--- src/rtl/game_sequencer.sv ---
// Breakout game sequencer: serve countdown, ball motion, wall/paddle/miss
// detection, lives and score. All outputs are registered.
module game_sequencer #(
    parameter int H_MIN       = 144,
    parameter int H_MAX       = 783,
    parameter int V_MIN       = 35,
    parameter int V_MAX       = 515,
    parameter int PADDLE_Y    = 500,
    parameter int PADDLE_HW   = 25,
    parameter int PADDLE_HH   = 5,
    parameter int BALL_H      = 3,
    parameter int STEP        = 2,
    parameter int START_LIVES = 3,
    parameter int SERVE_TICKS = 60
) (
    input  logic        clk,
    input  logic        rst,
    input  logic        tick,
    input  logic        start,
    input  logic [9:0]  paddle_x,
    output logic [9:0]  ball_x,
    output logic [9:0]  ball_y,
    output logic [15:0] score,
    output logic [1:0]  lives,
    output logic [2:0]  state,
    output logic        paddle_en,
    output logic        game_over
);
    localparam int SERVE_Y = PADDLE_Y - PADDLE_HH - BALL_H - 1;
    localparam int PTOP    = PADDLE_Y - PADDLE_HH;
    localparam int CW      = $clog2(SERVE_TICKS + 1);

    typedef enum logic [2:0] {
        IDLE  = 3'd0,
        SERVE = 3'd1,
        PLAY  = 3'd2,
        MISS  = 3'd3,
        OVER  = 3'd4
    } state_t;

    state_t st;
    logic dx;
    logic dy;
    logic [CW-1:0] countdown;

    logic [10:0] bx_ext;
    logic [10:0] by_ext;
    logic signed [10:0] diff;
    logic [10:0] adiff;
    logic hit;
    logic miss;
    logic x_hi;
    logic x_lo;
    logic y_top;

    assign state  = st;
    assign bx_ext = {1'b0, ball_x};
    assign by_ext = {1'b0, ball_y};
    assign diff   = $signed(bx_ext) - $signed({1'b0, paddle_x});
    assign adiff  = diff[10] ? $unsigned(-diff) : $unsigned(diff);

    // Low-side wall tests are rearranged so nothing subtracts below zero.
    assign x_hi  = bx_ext + 11'(BALL_H + STEP) >= 11'(H_MAX);
    assign x_lo  = ball_x <= 10'(H_MIN + BALL_H + STEP);
    assign y_top = ball_y <= 10'(V_MIN + BALL_H + STEP);
    assign hit   = dy
                && (by_ext + 11'(BALL_H) < 11'(PTOP))
                && (by_ext + 11'(BALL_H + STEP) >= 11'(PTOP))
                && (adiff <= 11'(PADDLE_HW + BALL_H));
    assign miss  = dy && !hit
                && (by_ext + 11'(BALL_H + STEP) >= 11'(V_MAX));

    always_ff @(posedge clk or posedge rst) begin
        if (rst) begin
            st        <= IDLE;
            ball_x    <= 10'd464;
            ball_y    <= 10'(SERVE_Y);
            dx        <= 1'b1;
            dy        <= 1'b0;
            score     <= '0;
            lives     <= 2'(START_LIVES);
            countdown <= '0;
            paddle_en <= 1'b0;
            game_over <= 1'b0;
        end else begin
            unique case (st)
                IDLE: begin
                    if (tick) begin
                        ball_x <= paddle_x;
                        ball_y <= 10'(SERVE_Y);
                    end
                    if (start) begin
                        st        <= SERVE;
                        countdown <= CW'(SERVE_TICKS);
                        score     <= '0;
                        lives     <= 2'(START_LIVES);
                        dx        <= 1'b1;
                        dy        <= 1'b0;
                        paddle_en <= 1'b1;
                    end
                end
                SERVE: begin
                    if (tick) begin
                        ball_x    <= paddle_x;
                        ball_y    <= 10'(SERVE_Y);
                        countdown <= countdown - CW'(1);
                        if (countdown == CW'(1))
                            st <= PLAY;
                    end
                end
                PLAY: begin
                    if (tick && miss) begin
                        st        <= MISS;
                        paddle_en <= 1'b0;
                    end else if (tick) begin
                        if (dx && x_hi) begin
                            ball_x <= 10'(H_MAX - BALL_H);
                            dx     <= 1'b0;
                        end else if (!dx && x_lo) begin
                            ball_x <= 10'(H_MIN + BALL_H);
                            dx     <= 1'b1;
                        end else if (dx) begin
                            ball_x <= ball_x + 10'(STEP);
                        end else begin
                            ball_x <= ball_x - 10'(STEP);
                        end
                        if (!dy && y_top) begin
                            ball_y <= 10'(V_MIN + BALL_H);
                            dy     <= 1'b1;
                        end else if (!dy) begin
                            ball_y <= ball_y - 10'(STEP);
                        end else if (hit) begin
                            ball_y <= 10'(PTOP - BALL_H - 1);
                            dy     <= 1'b0;
                            if (score != 16'hFFFF)
                                score <= score + 16'd1;
                        end else begin
                            ball_y <= ball_y + 10'(STEP);
                        end
                    end
                end
                MISS: begin
                    lives <= lives - 2'd1;
                    if (lives == 2'd1) begin
                        st        <= OVER;
                        game_over <= 1'b1;
                    end else begin
                        st        <= SERVE;
                        countdown <= CW'(SERVE_TICKS);
                        ball_x    <= paddle_x;
                        ball_y    <= 10'(SERVE_Y);
                        dx        <= 1'b1;
                        dy        <= 1'b0;
                        paddle_en <= 1'b1;
                    end
                end
                OVER: begin
                    if (start) begin
                        st        <= IDLE;
                        lives     <= 2'(START_LIVES);
                        game_over <= 1'b0;
                    end
                end
                default: st <= IDLE;
            endcase
        end
    end
endmodule

--- config.mk ---
export PLATFORM = sky130hd
export DESIGN_NAME = game_sequencer
export DESIGN_NICKNAME = d
export VERILOG_FILES = /design/src/rtl/game_sequencer.sv
export SDC_FILE = /design/constraint.sdc
export NUM_CORES = 1
export LEC_CHECK = 0
export BUFFER_PORTS_ARGS = -buffer_cell sky130_fd_sc_hd__buf_2
export CAP_MARGIN = 10
export CORE_MARGIN = 2
export CORE_UTILIZATION = 60
export DETAILED_ROUTE_END_ITERATION = 16
export MAX_ROUTING_LAYER = met4
export PLACE_DENSITY = 0.82
export SLEW_MARGIN = 20
export SYNTH_ARGS = -nofsm -noshare
export SYNTH_HDL_FRONTEND = slang
export SYNTH_SLANG_ARGS = --single-unit
--- constraint.sdc ---
create_clock -name clk -period 4.8 [get_ports clk]
set_input_delay 0.48 -clock clk [delete_from_list [all_inputs] [get_ports clk]]
set_output_delay 0.48 -clock clk [all_outputs]
set_load 0.02 [all_outputs]
==> impl_metrics.json, run 1 <==
{
  "status": "finished, final reports clean",
  "finalWeightedCongestion": 0.9616,
  "syn2layout_area_growth_pct": 9.217,
  "n_antenna_cell": 0,
  "skew_ns": 0.008741,
  "worst_pin_slew_ns": 0.8825,
  "critPathLaunchType": "flip-flop",
  "dr.pass1.iters": 4,
  "intPower_mw": 0.8800,
  "power.density_nw_per_um2": 279.6,
  "via_per_inst": 6.427,
  "clkSlewWorstSetupHoldPaths_ns": 0.10,
  "cp.arrival_ns": 4.68,
  "rows": 32,
  "synth_most_common_cell": "a21oi_1",
  "maxCapViolCount": 0,
  "synthAdderAreaFrac_pct": 9.399,
  "drc": 0,
  "die_w_um": 93.37,
  "hold_slack_ns": 0.3315,
  "pwr-share-comb_pct": 39.3,
  "grt_pass1_vias": 4444,
  "seqPwrFrac_pct": 39.2,
  "cts_max_level": 2,
  "wire_per_inst_um": 16.68,
  "grt_start_max_net_pins": 52,
  "fin_setup_tns_ns": 0,
  "switching_share_pct": 39.86,
  "cts_setup_buffers": 0,
  "fin_crit_sh_pct": 92.78,
  "clockPowerShare_pct": 21.5,
  "synth_edf_count": 0,
  "synthXorXnorAreaFrac_pct": 4.935,
  "yosysTopAreaCellShare_pct": 19.32,
  "muxShareOfSynthArea_pct": 0.9138,
  "synthesis.nets": 655,
  "io_buffers": 56,
  "synthArstFlopShare_pct": 100.0,
  "drt-initial-drc-count": 348,
  "drt_wl_total_um": 12460,
  "core-area_um2": 7727,
  "yosys_warnings": 0,
  "antenna_found_initial": 0,
  "track_usage_pct": 30.12,
  "grt_use_met1_pct": 42.27,
  "syn_area_um2": 4792,
  "die_h_um": 93.37,
  "critPathKind": "flip-flop to flip-flop",
  "finalSetupViolations": 0,
  "cts_max_path_buffers": 2,
  "cts_root_buffer": "clkbuf_8",
  "power.leakage_nw": 2.312,
  "synth_cell_types": 77,
  "cts_made_buffers": 5,
  "clk_latency_ns": 0.30,
  "slew_viol_final": 0,
  "fmax_mhz": 224.6,
  "ioPinCount": 57,
  "final.min_clock_period_ns": 4.453,
  "dieArea_um2": 8718,
  "ys_top_cells_by_area": "dfrtp_1 19%, ha_1 8.4%, dfstp_2 7.7%",
  "yosysTopAreaCell": "dfrtp_1",
  "place_hpwl_um": 9016,
  "synth-seq-cells": 51,
  "cts_tree": "yes",
  "clock_sinks": 51,
  "ir_drop_mv": 0.3074,
  "start_util_pct": 62.01,
  "syn_avg_cell_area_um2": 7.895,
  "via_count": 4801,
  "grt-ovfl-total": 0,
  "synth-compound-area-share_pct": 30.10,
  "finalNetCount": 692,
  "critPathCaptureType": "flip-flop",
  "hold_violations": 0,
  "min_path_type": "input pin to asynchronous set/reset pin",
  "slew_headroom_pct": 41.10,
  "post_cts_resized": 0,
  "synthTopCellsByCount": "52 x a21oi_1, 51 x nor2_1, 50 x nand2_1",
  "busiest_layer": "met2",
  "use_met2_pct": 47.24,
  "required_ns": 5.03,
  "layout-drive-gt1-share_pct": 16.59,
  "ys_seq_area_share_pct": 27.00,
  "hold_buffers": 0,
  "syn_inst": 607,
  "globalRouteMet3Util_pct": 3.384,
  "drtAntennaViolNets": 0,
  "cp_max_fo": 16,
  "synth_ff_type": "dfrtp_1",
  "synth_top_family_by_area": "compound AO/OA/AOI/OAI gates",
  "switching_power_mw": 0.5834,
  "synth-simple-area-share_pct": 21.80,
  "rsz0062_at_grt": "false",
  "grt_pass1_wl_um": 21120
}
## cells in the final DEF, fill, tap and decap left out, drive strengths merged, types with 9 or more instances in the layout
cell type  instances
buf               65
o21ai             55
a21oi             53
nor2              51
nand2             50
dfrtp             37
inv               33
ha                32
nand3             19
nor3              19
xor2              14
dfstp             14
xnor2             13
o31ai             11
or3               10
nor2b              9
a31oi              9
## layer usage
metal | share of wire [%] | routed length (um)
met5 | 0 | 0
met4 | 1.4 | 170
met3 | 5.3 | 655
met2 | 48 | 5922
met1 | 46 | 5713
## through the flow
stage / instance area (um^2) / util, % / power (mW) / std cells / setup WS (ns)
after global placement: 5115 / 66.19 / 1.118 / 739 / 0.4461
after global routing: 5234 / 67.73 / 1.567 / 747 / 0.06654
after detailed placement: 5115 / 66.19 / 1.150 / 739 / 0.2917
after floorplan: 4792 / - / 1.004 / 607 / 0.7436
after CTS: 5233 / 67.71 / 1.463 / 747 / 0.2482
final: 5234 / 67.73 / 1.463 / 747 / 0.3467
## layout make-up
cell class	count	area, um^2
multi-input combinational	487	3218
sequential	51	1294
tap	102	127.6
fill	649	2494
clock buffer	6	82.58
inverter	34	128.9
timing repair buffer	65	347.8
clock inverter	2	35.03
## sequential cells by signal, summed over array words and instances (netlist names)
signal and count:
ball_x 10, game_over 1, dx 1, paddle_en 1, dy 1, countdown 6, lives 2, state 3
ball_y 10, score 16
## cell families after synthesis
kind of cell / Yosys count
buffers and inverters: 69
adder cells (fa/ha/maj): 35
multiplexers: 4
AO/OA/AOI/OAI: 213
flip-flops: 51
AND/OR/NAND/NOR: 208
XOR/XNOR: 27
## final timing paths
| path | from | slack (ns) | cells past startpoint | endpoint |
|---|---|---|---|---|
| max reg2reg | ball_x[0] | 0.35 | 15 | ball_y[0] |
| min | rst | 0.33 | 2 | score[13] |
| max in group asynchronous | rst | 3.95 | 2 | state[2] |
| min reg2reg | countdown[5] | 0.51 | 1 | countdown[5] |
| min in group clk | start | 0.39 | 2 | state[2] |
| max | ball_x[0] | 0.35 | 15 | ball_y[0] |
## power groups by stage
stage | Sequential [mW] | Combinational, mW | Clock, mW
after floorplan | 0.573 | 0.431 | 0
after global placement | 0.573 | 0.545 | 0
after detailed placement | 0.579 | 0.572 | 0
after CTS | 0.571 | 0.573 | 0.319
after global routing | 0.584 | 0.650 | 0.333
final | 0.574 | 0.576 | 0.314
## worst max-delay path, cell delays in order (launching register included)
cell and delay (ns):
dfrtp_1 0.47, inv_1 0.17, ha_1 0.19, inv_1 0.05, fa_1 0.42, or2_2 0.31
o22ai_1 0.11, o221ai_1 0.26, or3_1 0.45, or4b_1 0.54, a32oi_1 0.32, o31a_1 0.21
a31o_2 0.37, buf_4 0.25, nor3_1 0.07, o21ai_0 0.18
No activity file was read; power rests on OpenSTA's default activity.
==> inputs of run 2 (changes only) <==
- CORE_MARGIN: 2 -> 8
- CORE_UTILIZATION: 60 -> 61
- CTS_BUF_LIST: not set -> sky130_fd_sc_hd__clkbuf_8
- PLACE_DENSITY: 0.82 -> 0.83
==> impl_metrics.json, run 2 (synthesized netlist as in run 1, its figures left out) <==
{
  "status": "finished, final reports clean",
  "drt_wl_total_um": 12480,
  "cpPeakStageDelay_ns": 0.47,
  "drtAntennaViolNets": 0,
  "n_antenna_cell": 0,
  "cts_made_buffers": 5,
  "setup_ws_ns": 0.3912,
  "skew_ns": 0.01291,
  "r2r_slack_ns": 0.39,
  "top_register": "score",
  "die_h_um": 104.6,
  "start_util_pct": 62.34,
  "ioPinCount": 57,
  "hold_violations": 0,
  "worst_pin_slew_ns": 1.020,
  "grt-ovfl-total": 0,
  "clkSlewWorstSetupHoldPaths_ns": 0.11,
  "fmax_mhz": 226.8,
  "finalNetCount": 691,
  "ir_drop_mv": 0.2450,
  "rows": 32,
  "cts_root_buffer": "clkbuf_8",
  "rsz0062_at_grt": "false",
  "crit_start": "ball_x[0]",
  "crit_cells": 15,
  "worstPathBufferInverterCount": 3,
  "wire_per_inst_um": 16.73,
  "drt-initial-drc-count": 372,
  "required_ns": 5.04,
  "dieArea_um2": 10950,
  "power.density_nw_per_um2": 272.3,
  "die_w_um": 104.6,
  "stdcell_count": 746,
  "cts_setup_buffers": 0,
  "fillCellCount": 677,
  "io_buffers": 56,
  "rr_endpoint": "score[11]",
  "cts_max_path_buffers": 2,
  "reg2reg_from": "ball_x[0]",
  "largest_registers": "score (16), ball_x (10), ball_y (10)",
  "cp_slowest_cell": "dfrtp_1",
  "hold_slack_ns": 0.3227,
  "grt_pass1_vias": 4601,
  "clk_latency_ns": 0.32,
  "post_cts_resized": 0,
  "slew_viol_final": 0,
  "dr.pass1.iters": 4,
  "fin_crit_sh_pct": 91.85,
  "core-area_um2": 7687,
  "cp_max_fo": 10,
  "grt_pass1_wl_um": 21580,
  "endpoint": "score[11]",
  "maxCapViolCount": 0,
  "critPathKind": "flip-flop to flip-flop",
  "grt_start_max_net_pins": 52,
  "path_cells": "inv_1, ha_1, inv_1, fa_1, or2_2, o22ai_1, o221ai_1, a2111oi_4, o221ai_1, mux2_2, nor4_2, nor2_1, buf_4, or4_1, a21oi_1",
  "cp.arrival_ns": 4.65,
  "slew_headroom_pct": 31.99,
  "critPathLaunchType": "flip-flop",
  "place_hpwl_um": 9260,
  "syn2layout_area_growth_pct": 8.825,
  "largest_reg_flops": 16,
  "layout-drive-gt1-share_pct": 16.46,
  "min_path_type": "input pin to asynchronous set/reset pin",
  "layout_commonest_cell": "buf_2",
  "via_per_inst": 6.417,
  "hold_buffers": 0,
  "antenna_found_initial": 0,
  "via_count": 4787,
  "track_usage_pct": 23.25,
  "clock_sinks": 51,
  "place_inst": 738,
  "most-common-layout-cells": "56 x buf_2, 52 x a21oi_1, 51 x nor2_1",
  "finalSetupViolations": 0,
  "power.leakage_nw": 2.297,
  "finalWeightedCongestion": 0.9495,
  "reg2reg_depth": 15,
  "drc": 0,
  "final.min_clock_period_ns": 4.409,
  "fin_setup_tns_ns": 0,
  "crit_family": "simple AND/OR/NAND/NOR gates",
  "cts_max_level": 2,
  "critPathCaptureType": "flip-flop",
  "pre_cts_ws_ns": 0.3000,
  "cts_tree": "yes"
}
## run 2: cell types whose count changed in the layout (fill, tap and decap cells not counted), sizes merged
cell	delta
buf	-1
bufinv	-1
inv	+2
clkbuf	-1
## run 2: metal layers
metal / global-route usage, % / wire, um
met1: 29.74 / 5590
met2: 37.89 / 6074
met3: 2.764 / 607
met4: 6.728 / 206
met5: - / 0
## run 2: how the worst min path moves through the flow
stage	cells after the start	to	slack (ns)
2_1_floorplan	2	countdown[1]	0.46
3_3_place_gp	1	countdown[5]	0.48
3_5_place_dp	2	countdown[1]	0.51
4_1_cts	2	state[2]	0.36
5_1_grt	2	dy	0.39
6_report	2	dy	0.32
## run 2: cell type report
| class | instances | area, um^2 | area share, % |
|---|---|---|---|
| Timing Repair Buffer | 64 | 340.3 | 6.526 |
| Inverter | 34 | 128.9 | 2.471 |
| Tap cell | 102 | 127.6 | 2.447 |
| Clock inverter | 3 | 26.28 | 0.5038 |
| Sequential cell | 51 | 1294 | 24.81 |
| Multi-Input combinational cell | 487 | 3229 | 61.92 |
| Clock buffer | 5 | 68.82 | 1.320 |
## run 2: where the power goes
part	switching (mW)	internal, mW	leakage (nW)
clock network	0.163	0.108	0.0491
registers	0.0814	0.488	0.630
logic	0.355	0.225	1.62
## run 2: stage by stage
step,util [%],cell area (um^2),power [mW]
after detailed placement,66.44,5107,1.147
after global routing,67.84,5215,1.522
after CTS,67.68,5202,1.421
after floorplan,-,4792,1.004
after global placement,66.44,5107,1.118
final,67.84,5215,1.420
